==> config.mk <==
export PLATFORM = sky130hd
export DESIGN_NAME = sram_rw_port_arbiter
export DESIGN_NICKNAME = d
export VERILOG_FILES = /design/src/rtl/sram_ctrl_pkg.sv /design/src/rtl/rr_arbiter_2.sv /design/src/rtl/sram_rw_port_arbiter.sv
export SDC_FILE = /design/constraint.sdc
export NUM_CORES = 1
export LEC_CHECK = 0
export BUFFER_PORTS_ARGS = -buffer_cell sky130_fd_sc_hd__buf_2
export CORE_ASPECT_RATIO = 1.2
export CORE_MARGIN = 10
export CORE_UTILIZATION = 40
export DETAILED_ROUTE_END_ITERATION = 10
export PLACE_DENSITY_LB_ADDON = 0.15
export RECOVER_POWER = 100
export SLEW_MARGIN = 20
export SYNTH_ARGS = -nofsm -noshare
export SYNTH_HDL_FRONTEND = slang
export SYNTH_SLANG_ARGS = --single-unit
==> constraint.sdc <==
create_clock -name clk0 -period 1.4 [get_ports clk0]
set_input_delay 0.07 -clock clk0 [delete_from_list [all_inputs] [get_ports clk0]]
set_output_delay 0.07 -clock clk0 [all_outputs]
set_load 0.02 [all_outputs]
==> src/rtl/sram_ctrl_pkg.sv <==
`default_nettype none
// ============================================================================
// Module   : sram_ctrl_pkg
// Brief    : Shared defaults, FSM state type and latency constants for the
//            SRAM RW port arbiter.
// Revision : 1.0
// ============================================================================
package sram_ctrl_pkg;

   localparam int DATA_WIDTH_DEF = 32;
   localparam int ADDR_WIDTH_DEF = 10;
   localparam int NUM_REQ        = 2;
   localparam int READ_LATENCY   = 2;

   typedef enum logic [0:0] {
      INIT  = 1'b0,
      SERVE = 1'b1
   } state_t;

endpackage
`default_nettype wire

==> src/rtl/rr_arbiter_2.sv <==
`default_nettype none
// ============================================================================
// Module   : rr_arbiter_2
// Brief    : Two-way round-robin arbiter, combinational grant with a
//            registered priority pointer that advances on every grant.
// Revision : 1.0
// ============================================================================
module rr_arbiter_2 (
   input  logic       clk,
   input  logic       rst,
   input  logic       i_en,
   input  logic [1:0] i_valid,
   output logic [1:0] o_grant
);

   logic       r_ptr;
   logic [1:0] w_grant;

   always_comb begin
      w_grant = 2'b00;
      if (i_en) begin
         if (i_valid == 2'b11) w_grant = r_ptr ? 2'b10 : 2'b01;
         else                  w_grant = i_valid;
      end
   end

   assign o_grant = w_grant;

   // After granting requester 0 the pointer favours 1, and vice versa.
   always_ff @(posedge clk) begin
      if (rst)             r_ptr <= 1'b0;
      else if (|w_grant)   r_ptr <= w_grant[0];
   end

endmodule
`default_nettype wire

==> src/rtl/sram_rw_port_arbiter.sv <==
`default_nettype none
// ============================================================================
// Module   : sram_rw_port_arbiter
// Brief    : Clears a single-port OpenRAM macro after reset, then shares its
//            port between two requesters with fixed-latency read responses.
// Revision : 1.0
// ============================================================================
module sram_rw_port_arbiter
   import sram_ctrl_pkg::*;
#(
   parameter int                    DATA_WIDTH = DATA_WIDTH_DEF,
   parameter int                    ADDR_WIDTH = ADDR_WIDTH_DEF,
   parameter bit                    INIT_EN    = 1'b1,
   parameter logic [DATA_WIDTH-1:0] INIT_VALUE = '0
) (
   input  logic                          clk0,
   input  logic                          rst0,
   input  logic [NUM_REQ-1:0]            req_valid,
   output logic [NUM_REQ-1:0]            req_ready,
   input  logic [NUM_REQ-1:0]            req_we,
   input  logic [NUM_REQ*ADDR_WIDTH-1:0] req_addr,
   input  logic [NUM_REQ*DATA_WIDTH-1:0] req_wdata,
   output logic [NUM_REQ-1:0]            rsp_valid,
   output logic [DATA_WIDTH-1:0]         rsp_rdata,
   output logic                          init_done,
   output logic                          csb0,
   output logic                          web0,
   output logic [ADDR_WIDTH-1:0]         addr0,
   output logic [DATA_WIDTH-1:0]         din0,
   input  logic [DATA_WIDTH-1:0]         dout0
);

   localparam int                RAM_DEPTH  = 1 << ADDR_WIDTH;
   localparam logic [ADDR_WIDTH:0] C_CNT_DONE = (ADDR_WIDTH+1)'(RAM_DEPTH);

   state_t                  r_state;
   logic [ADDR_WIDTH:0]     r_cnt;
   logic                    r_csb;
   logic                    r_web;
   logic [ADDR_WIDTH-1:0]   r_addr;
   logic [DATA_WIDTH-1:0]   r_din;
   logic                    r_init_done;
   logic [NUM_REQ-1:0]      r_rd_pipe [READ_LATENCY];
   logic [NUM_REQ-1:0]      r_rsp_valid;
   logic [DATA_WIDTH-1:0]   r_rsp_rdata;

   logic [NUM_REQ-1:0]      w_grant;
   logic                    w_sel;
   logic                    w_we;
   logic [ADDR_WIDTH-1:0]   w_addr;
   logic [DATA_WIDTH-1:0]   w_wdata;

   // Grants are suppressed while reset is asserted so req_ready reads 0.
   rr_arbiter_2 u_arb (
      .clk     (clk0),
      .rst     (rst0),
      .i_en    ((r_state == SERVE) && !rst0),
      .i_valid (req_valid),
      .o_grant (w_grant)
   );

   assign w_sel   = w_grant[1];
   assign w_we    = w_sel ? req_we[1] : req_we[0];
   assign w_addr  = w_sel ? req_addr[2*ADDR_WIDTH-1:ADDR_WIDTH] : req_addr[ADDR_WIDTH-1:0];
   assign w_wdata = w_sel ? req_wdata[2*DATA_WIDTH-1:DATA_WIDTH] : req_wdata[DATA_WIDTH-1:0];

   always_ff @(posedge clk0) begin
      if (rst0) begin
         r_state     <= INIT_EN ? INIT : SERVE;
         r_cnt       <= '0;
         r_csb       <= 1'b1;
         r_web       <= 1'b1;
         r_addr      <= '0;
         r_din       <= '0;
         r_init_done <= 1'b0;
         r_rsp_valid <= '0;
         r_rsp_rdata <= '0;
         for (int i = 0; i < READ_LATENCY; i++) r_rd_pipe[i] <= '0;
      end else begin
         // Read tags travel alongside the macro access; dout0 is valid at the last stage.
         r_rd_pipe[0] <= w_grant & ~req_we;
         for (int i = 1; i < READ_LATENCY; i++) r_rd_pipe[i] <= r_rd_pipe[i-1];
         r_rsp_valid <= r_rd_pipe[READ_LATENCY-1];
         if (|r_rd_pipe[READ_LATENCY-1]) r_rsp_rdata <= dout0;

         case (r_state)
            INIT: begin
               if (r_cnt == C_CNT_DONE) begin
                  r_state     <= SERVE;
                  r_init_done <= 1'b1;
                  r_csb       <= 1'b1;
                  r_web       <= 1'b1;
               end else begin
                  r_csb  <= 1'b0;
                  r_web  <= 1'b0;
                  r_addr <= r_cnt[ADDR_WIDTH-1:0];
                  r_din  <= INIT_VALUE;
                  r_cnt  <= r_cnt + 1'b1;
               end
            end
            default: begin
               r_init_done <= 1'b1;
               if (|w_grant) begin
                  r_csb  <= 1'b0;
                  r_web  <= ~w_we;
                  r_addr <= w_addr;
                  r_din  <= w_wdata;
               end else begin
                  r_csb  <= 1'b1;
                  r_web  <= 1'b1;
               end
            end
         endcase
      end
   end

   assign req_ready = w_grant;
   assign rsp_valid = r_rsp_valid;
   assign rsp_rdata = r_rsp_rdata;
   assign init_done = r_init_done;
   assign csb0      = r_csb;
   assign web0      = r_web;
   assign addr0     = r_addr;
   assign din0      = r_din;

endmodule
`default_nettype wire

==> results of run 1 <==
final cells by class:
class                           count  area share [%]
Clock inverter                      5           0.947
Inverter                            6           0.348
Timing Repair Buffer              279            26.1
Tap cell                          129            2.49
Multi-Input combinational cell    397            36.6
Clock buffer                       11            3.75
Sequential cell                    96            29.8
per-layer routing:
metal | up-vias | GRT usage (%) | share of wire [%]
li1 | 2408 | - | -
met1 | 2297 | 19.8 | 38
met2 | 158 | 36.9 | 53
met3 | 29 | 4.30 | 5.7
met4 | 0 | 7.03 | 2.5
met5 | - | 0 | 0
worst min-delay path, stage by stage:
cell	delay (ns)
sky130_fd_sc_hd__buf_2	0.11
sky130_fd_sc_hd__nand2_1	0.05
sky130_fd_sc_hd__a21oi_1	0.06
cell usage in the layout (no fill, tap or decap), drive strengths merged, types with 7 or more instances in the layout:
cell	Yosys	routed
dlygate4sd3	0	33
nor2b	7	7
dfxtp	96	96
o21ai	36	36
nand2	78	78
nor2	14	14
a21o	33	33
o31ai	10	10
a21oi	79	79
inv	6	8
o221ai	10	10
buf	20	165
a21boi	10	10
nand3	77	77
or2	11	11
clkbuf	36	92
cell families after synthesis:
logic type               synth area share [%]
AND/OR/NAND/NOR                          22.5
AO/OA/AOI/OAI                            25.1
flip-flops                               43.5
buffers and inverters                    6.91
XOR/XNOR                                 1.19
adder cells (fa/ha/maj)                 0.566
multiplexers                            0.227
synthesized netlist by cell type, drive strengths merged (3+ instances only):
cell type  instances  share of area [%]
o21ai             36                4.2
or3                3               0.42
a21o              33                5.6
buf               20                3.2
nor3               6               0.79
nand3             77                8.7
a21boi            10                1.7
o221ai            10                2.0
clkbuf            36                3.2
nor2              14                1.2
o31ai             10                1.7
xnor2              6                1.2
nand2             78                6.6
a21oi             79                9.0
inv                6               0.51
nor2b              7               0.99
or2               11                1.6
dfxtp             96                 44
path summary, 6_finish.rpt:
check	depth (start not counted)	slack, ns	endpoint
setup / recovery	4	-0.1	r_cnt[8]$_SDFFE_PP0P_
hold / removal	3	0.005	rsp_rdata[11]$_SDFFE_PP0P_
setup reg to reg	4	-0.1	r_cnt[8]$_SDFFE_PP0P_
hold reg to reg	1	0.43	r_rd_pipe[0][3]$_SDFF_PP0_
what timing repair did:
action,in CTS,in global routing
hold buffers,33,0
resized for setup,31,14
pin swaps,5,7
setup buffers,1,2
setup endpoints to repair,50,54
endpoints found under the hold margin,35,0
where the power goes:
group          switching (W)  total (W)  internal [W]
registers          0.0000126    0.00276       0.00275
clock network        0.00104    0.00249       0.00145
logic               0.000245   0.000523      0.000278
per-stage QoR:
stage	instance area [sq um]	setup slack, ns	power (W)	TNS, ns	utilization (%)
4_1_cts	6510	-0.0311	0.00582	-0.440	61.0
3_3_place_gp	5730	-0.0431	0.00324	-0.409	53.7
2_1_floorplan	4430	-0.0685	0.00299	-0.158	-
6_report	6470	-0.0989	0.00577	-0.505	60.6
5_1_grt	6470	-0.155	0.00598	-4.17	60.6
3_5_place_dp	5730	-0.0590	0.00325	-1.64	53.7
flip-flops by register name (all words and copies together) (netlist names):
name / flops
rsp_rdata: 32
rsp_valid: 2
din0: 32
r_state: 1
csb0: 1
r_rd_pipe: 4
u_arb.r_ptr: 1
r_cnt: 11
web0: 1
addr0: 10
init_done: 1
==> metrics.log, run 1 <==
INFO  metric overall_routed_net_length = about 16000 um
INFO  metric fp.dieH = 135 um
INFO  metric worst-slew-pin-transition = just under 0.6 ns
INFO  metric routed-via-count = 4892
INFO  metric globalplace.congestion = 0.835
INFO  metric setup_viol = 21
INFO  metric finalWorstSetupSlack = -0.0989 ns
INFO  metric global_route_wire_length_before_repair = 24700 um
INFO  metric max-clock-path-buffers = 2
INFO  metric path_clk_slew = 0.07 ns
INFO  metric cellPowerDensity = approximately 900 nW/um^2
INFO  metric netlist_instances = 555
INFO  metric instances_no_fill = about 900
INFO  metric hold_path.startpoint = dout0[11]
INFO  metric max-vdd-ir-drop = 0.503 mV
INFO  metric finClkSkew = 0.00706 ns
INFO  metric synth_flop_type = sky130_fd_sc_hd__dfxtp_1
INFO  metric fmax = 667 MHz
INFO  metric floorplan.io_pins = 203
INFO  metric fin_nets = between 900 and 1000
INFO  metric tritoncts = built
INFO  metric count_of_pins_over_their_slew_limit = 0
INFO  metric grt_start_max_net_pins = 49
INFO  metric clock_sinks = 96
INFO  metric synth.net_count = 679
INFO  metric area_of_the_placeable_core = 10700 sq um
INFO  metric finalWorstPathRequiredPeriod = 1.50 ns
INFO  metric ys_seq_area_share = 43.5%
INFO  metric timing.critical_path.required = 1.67 ns
INFO  metric grt_pass1_vias = 5018
INFO  metric initial_core_util = 41.4%
INFO  metric clk-insertion-delay-late = 0.33 ns
INFO  metric postSynthAreaPerCell = ~8 sq um
INFO  metric cells_along_the_critical_path = buf_6 > nand4b_1 > or3_4 > a21oi_2
INFO  metric synthArstFlopShare = 0%
INFO  metric timing.final.hold_violations = 0
INFO  metric io_buffer_count = 202
INFO  metric r2r_start = r_state$_SDFF_PP0_
INFO  metric worstPathBufferInverterCount = 1
INFO  metric global_route.usage.total = approximately 19%
INFO  metric critPathSlowestCell = sky130_fd_sc_hd__or3_4
INFO  metric cp-end-kind = register
INFO  metric status = complete, but fails checks
INFO  metric vias_per_cell = roughly 5.3
INFO  metric synth.lib_cells_used.distinct = 40
INFO  metric die_w = 116 um
INFO  metric violated_checks = setup timing
INFO  metric cp.arrival = 1.77 ns
INFO  metric crit_path_max_incr_delay = 0.47 ns
INFO  metric antenna_found_initial = 0
INFO  metric period_share = 107%
INFO  metric htree_num_levels = 3
INFO  metric drc = 0
INFO  metric crit_path_start_kind = register
INFO  metric grt-ovfl-total = 0
INFO  metric area_used_by_multi_input_combinational_logic = roughly 2400 sq um
INFO  metric critical_path_peak_fanout = 7
INFO  metric worst_hold_slack = 0.00492 ns
INFO  metric hpwl = 11800 um
INFO  metric seq_area = 1930 sq um
INFO  metric ys_seq_elements = between 90 and 100
INFO  metric clock_tree.root_cell = sky130_fd_sc_hd__clkbuf_16
INFO  metric area_growth_synth_to_finish = 46.5%
INFO  metric syn_area = 4420 sq um
INFO  metric slew_headroom = 61.2%
INFO  metric die_area = 15700 sq um
INFO  metric drive_gt1_share = 29.8%
INFO  metric hold_path_class = in2reg
INFO  metric critical_path_type = reg2reg
INFO  metric n_fill_cell = 1004
INFO  metric insertedDiodeCount = 0
INFO  metric power_leakage = around 2.4 nW
INFO  metric place.detailed.instances = 871
INFO  metric placementRows = 41
INFO  metric drtIter0Drc = 239
INFO  metric final_antenna_net_count = 0
INFO  metric wl_per_cell = ~17 um
INFO  metric synthesis.yosys.warnings = 0
INFO  metric initial_drt_pass_iterations = 4
INFO  metric max-cap-violations = 0
INFO  metric grt_setup_unrepaired = true
INFO  metric startpoint = r_state$_SDFF_PP0_
INFO  metric number_of_enable_flip_flop_cells_after_synthesis = 0
INFO  metric cts_inserted_buffers = 9
INFO  metric cp_top_family = simple AND/OR/NAND/NOR gates
No activity file was read; power rests on OpenSTA's default activity.
==> run 2, diff against run 1 <==
--- a/config.mk
+++ b/config.mk
@@ -10,8 +10,9 @@
 export CORE_MARGIN = 10
 export CORE_UTILIZATION = 40
 export DETAILED_ROUTE_END_ITERATION = 10
-export PLACE_DENSITY_LB_ADDON = 0.15
+export PLACE_DENSITY = 0.78
 export RECOVER_POWER = 100
+export REMOVE_ABC_BUFFERS = 1
 export SLEW_MARGIN = 20
 export SYNTH_ARGS = -nofsm -noshare
 export SYNTH_HDL_FRONTEND = slang
==> run 2 against run 1 <==
- critical path depth increased by 1
- final area rose by 4.0%
- register-to-register slack lost 0.03 ns
- worst setup slack worse by 0.033 ns
- the flow still finishes with violations (setup timing)
- sequential cell count stayed put
- largest cell class unchanged
- clock skew about the same
- cell count did not move
- fmax down 2.1%
- clock-buffer cell count is 2 lower
==> metrics.log, run 2 (synthesis results as in run 1) <==
INFO  metric tritoncts = built
INFO  metric global_route.usage.total = 20.5%
INFO  metric dr_wl_met3 = approximately 1600 um
INFO  metric fin_nets = slightly above 900
INFO  metric drive_gt1_share = 31.6%
INFO  metric timing.critical_path.required = 1.62 ns
INFO  metric r2r.worst_path.cells = 5
INFO  metric global_route_wire_length_before_repair = 26100 um
INFO  metric status = complete, but fails checks
INFO  metric cp.arrival = around 1.8 ns
INFO  metric total_placed_instance_area = 5700 sq um
INFO  metric overall_routed_net_length = 17800 um
INFO  metric htree_num_levels = 3
INFO  metric hpwl = 11600 um
INFO  metric area_of_the_placeable_core = around 11000 sq um
INFO  metric die_w = around 120 um
INFO  metric seq_area = 1940 sq um
INFO  metric startpoint = r_cnt[3]$_SDFFE_PP0P_
INFO  metric floorplan.io_pins = 203
INFO  metric clock_sinks = between 90 and 100
INFO  metric grt_pass1_vias = 5160
INFO  metric layout_commonest_cell = sky130_fd_sc_hd__buf_2
INFO  metric finClkSkew = 0.00695 ns
INFO  metric area_used_by_multi_input_combinational_logic = between 2000 and 3000 sq um
INFO  metric clk-insertion-delay-late = 0.34 ns
INFO  metric setup_viol = 50
INFO  metric count_of_pins_over_their_slew_limit = 0
INFO  metric met1Wirelength = 6970 um
INFO  metric io_buffer_count = between 200 and 250
INFO  metric cp-end-kind = register
INFO  metric maxUsedRoutingLayer = met4
INFO  metric initial_core_util = 41.4%
INFO  metric max-vdd-ir-drop = 0.702 mV
INFO  metric finalWorstSetupSlack = -0.132 ns
INFO  metric drc = 0
INFO  metric slew_headroom = 58.9%
INFO  metric post-layout-total-power = ~0.0061 W
INFO  metric violated_checks = setup timing
INFO  metric finalWorstPathRequiredPeriod = 1.53 ns
INFO  metric routed-via-count = 5128
INFO  metric most-common-layout-cells = sky130_fd_sc_hd__buf_2 (120), sky130_fd_sc_hd__dfxtp_1 (89), sky130_fd_sc_hd__clkbuf_1 (80), sky130_fd_sc_hd__nand2_1 (78), sky130_fd_sc_hd__nand3_1 (75)
INFO  metric final_area = 6730 sq um
INFO  metric grt_setup_unrepaired = true
INFO  metric power_leakage = 2.53 nW
INFO  metric final_antenna_net_count = 0
INFO  metric fmax = 653 MHz
INFO  metric critical_path_type = reg2reg
INFO  metric cts_inserted_buffers = 9
INFO  metric whs_path_depth = 3
INFO  metric crit_path_start_kind = register
INFO  metric clock_tree.root_cell = sky130_fd_sc_hd__clkbuf_16
INFO  metric insertedDiodeCount = 0
INFO  metric fp.dieH = 135 um
INFO  metric vias_per_cell = between 5 and 6
INFO  metric n_fill_cell = 894
INFO  metric cellPowerDensity = 911 nW/um^2
INFO  metric detailroute.wirelength.met2 = 8650 um
INFO  metric path_clk_slew = 0.07 ns
INFO  metric grt_start_max_net_pins = 45
INFO  metric max-clock-path-buffers = 2
INFO  metric antenna_found_initial = 0
INFO  metric grt-ovfl-total = 0
INFO  metric hold_path_class = in2reg
INFO  metric initial_drt_pass_iterations = 5
INFO  metric drtIter0Drc = 585
INFO  metric globalplace.congestion = a little over 0.9
INFO  metric critical_path_peak_fanout = 7
INFO  metric timing.final.hold_violations = 0
INFO  metric placementRows = 41
INFO  metric hold_path.startpoint = dout0[18]
INFO  metric period_share = 109%
INFO  metric worst-slew-pin-transition = 0.616 ns
INFO  metric r2r_start = r_cnt[3]$_SDFFE_PP0P_
INFO  metric area_growth_synth_to_finish = 52.4%
INFO  metric max-cap-violations = 0
INFO  metric wl_per_cell = 19.3 um
INFO  metric die_area = 15700 sq um
## run 2: metrics by stage
step	TNS [ns]	cells	utilization, %	hold slack (ns)	setup WS, ns
global route	-7.55	923	63.1	0.0145	-0.178
CTS	-2.54	913	60.5	0.00399	-0.0925
floorplan	-43.49	499	-	0.139	-0.799
global placement	-0.391	866	53.4	0.248	-0.0607
detailed placement	-1.61	866	53.4	0.259	-0.0878
finish	-3.61	923	63.1	0.0161	-0.132
## run 2: path summary, 6_finish.rpt
kind,to,slack [ns]
min reg2reg,r_rd_pipe[0][3]$_SDFF_PP0_,0.45
min,rsp_rdata[18]$_SDFFE_PP0P_,0.02
max,addr0[2]$_SDFFE_PP0P_,-0.13
max reg2reg,addr0[2]$_SDFFE_PP0P_,-0.13
## run 2: metal layers
metal  up-vias  global-route usage (%)
met5         -                       0
met4         0                    10.4
met3        44                    5.32
met2       308                    35.3
met1      2367                    22.8
li1       2409                       -
## run 2: timing repair
| item | in CTS | in global routing |
|---|---|---|
| endpoints found under the setup margin | 54 | 59 |
| hold buffers | 29 | 0 |
| buffers inserted | 1 | 9 |
| hold endpoints to repair | 29 | 0 |
| resized for setup | 23 | 57 |
| pin swaps | 5 | 19 |
| gates cloned | 1 | 2 |
## run 2: cell type report
type | instances | share of cell area, %
Sequential cell | 96 | 28.8
Clock inverter | 7 | 1.75
Clock buffer | 9 | 3.35
Multi-Input combinational cell | 397 | 37.4
Timing Repair Buffer | 279 | 26.0
Tap cell | 129 | 2.40
Inverter | 6 | 0.335
## run 2: critical path, stage by stage (launching register included)
cell and delay [ns]:
sky130_fd_sc_hd__dfxtp_2 0.34, sky130_fd_sc_hd__nor4_4 0.40, sky130_fd_sc_hd__a31oi_4 0.19, sky130_fd_sc_hd__clkbuf_16 0.21
sky130_fd_sc_hd__o221ai_2 0.19, sky130_fd_sc_hd__a21oi_2 0.08
## run 2: report_power, final
group          leakage [nW]  total, W  switching [W]  internal, W
clock                 0.170   0.00281        0.00106      0.00175
sequential            0.778   0.00276      0.0000146      0.00274
combinational          1.58  0.000563       0.000272     0.000291
total                  2.53   0.00613        0.00135      0.00478
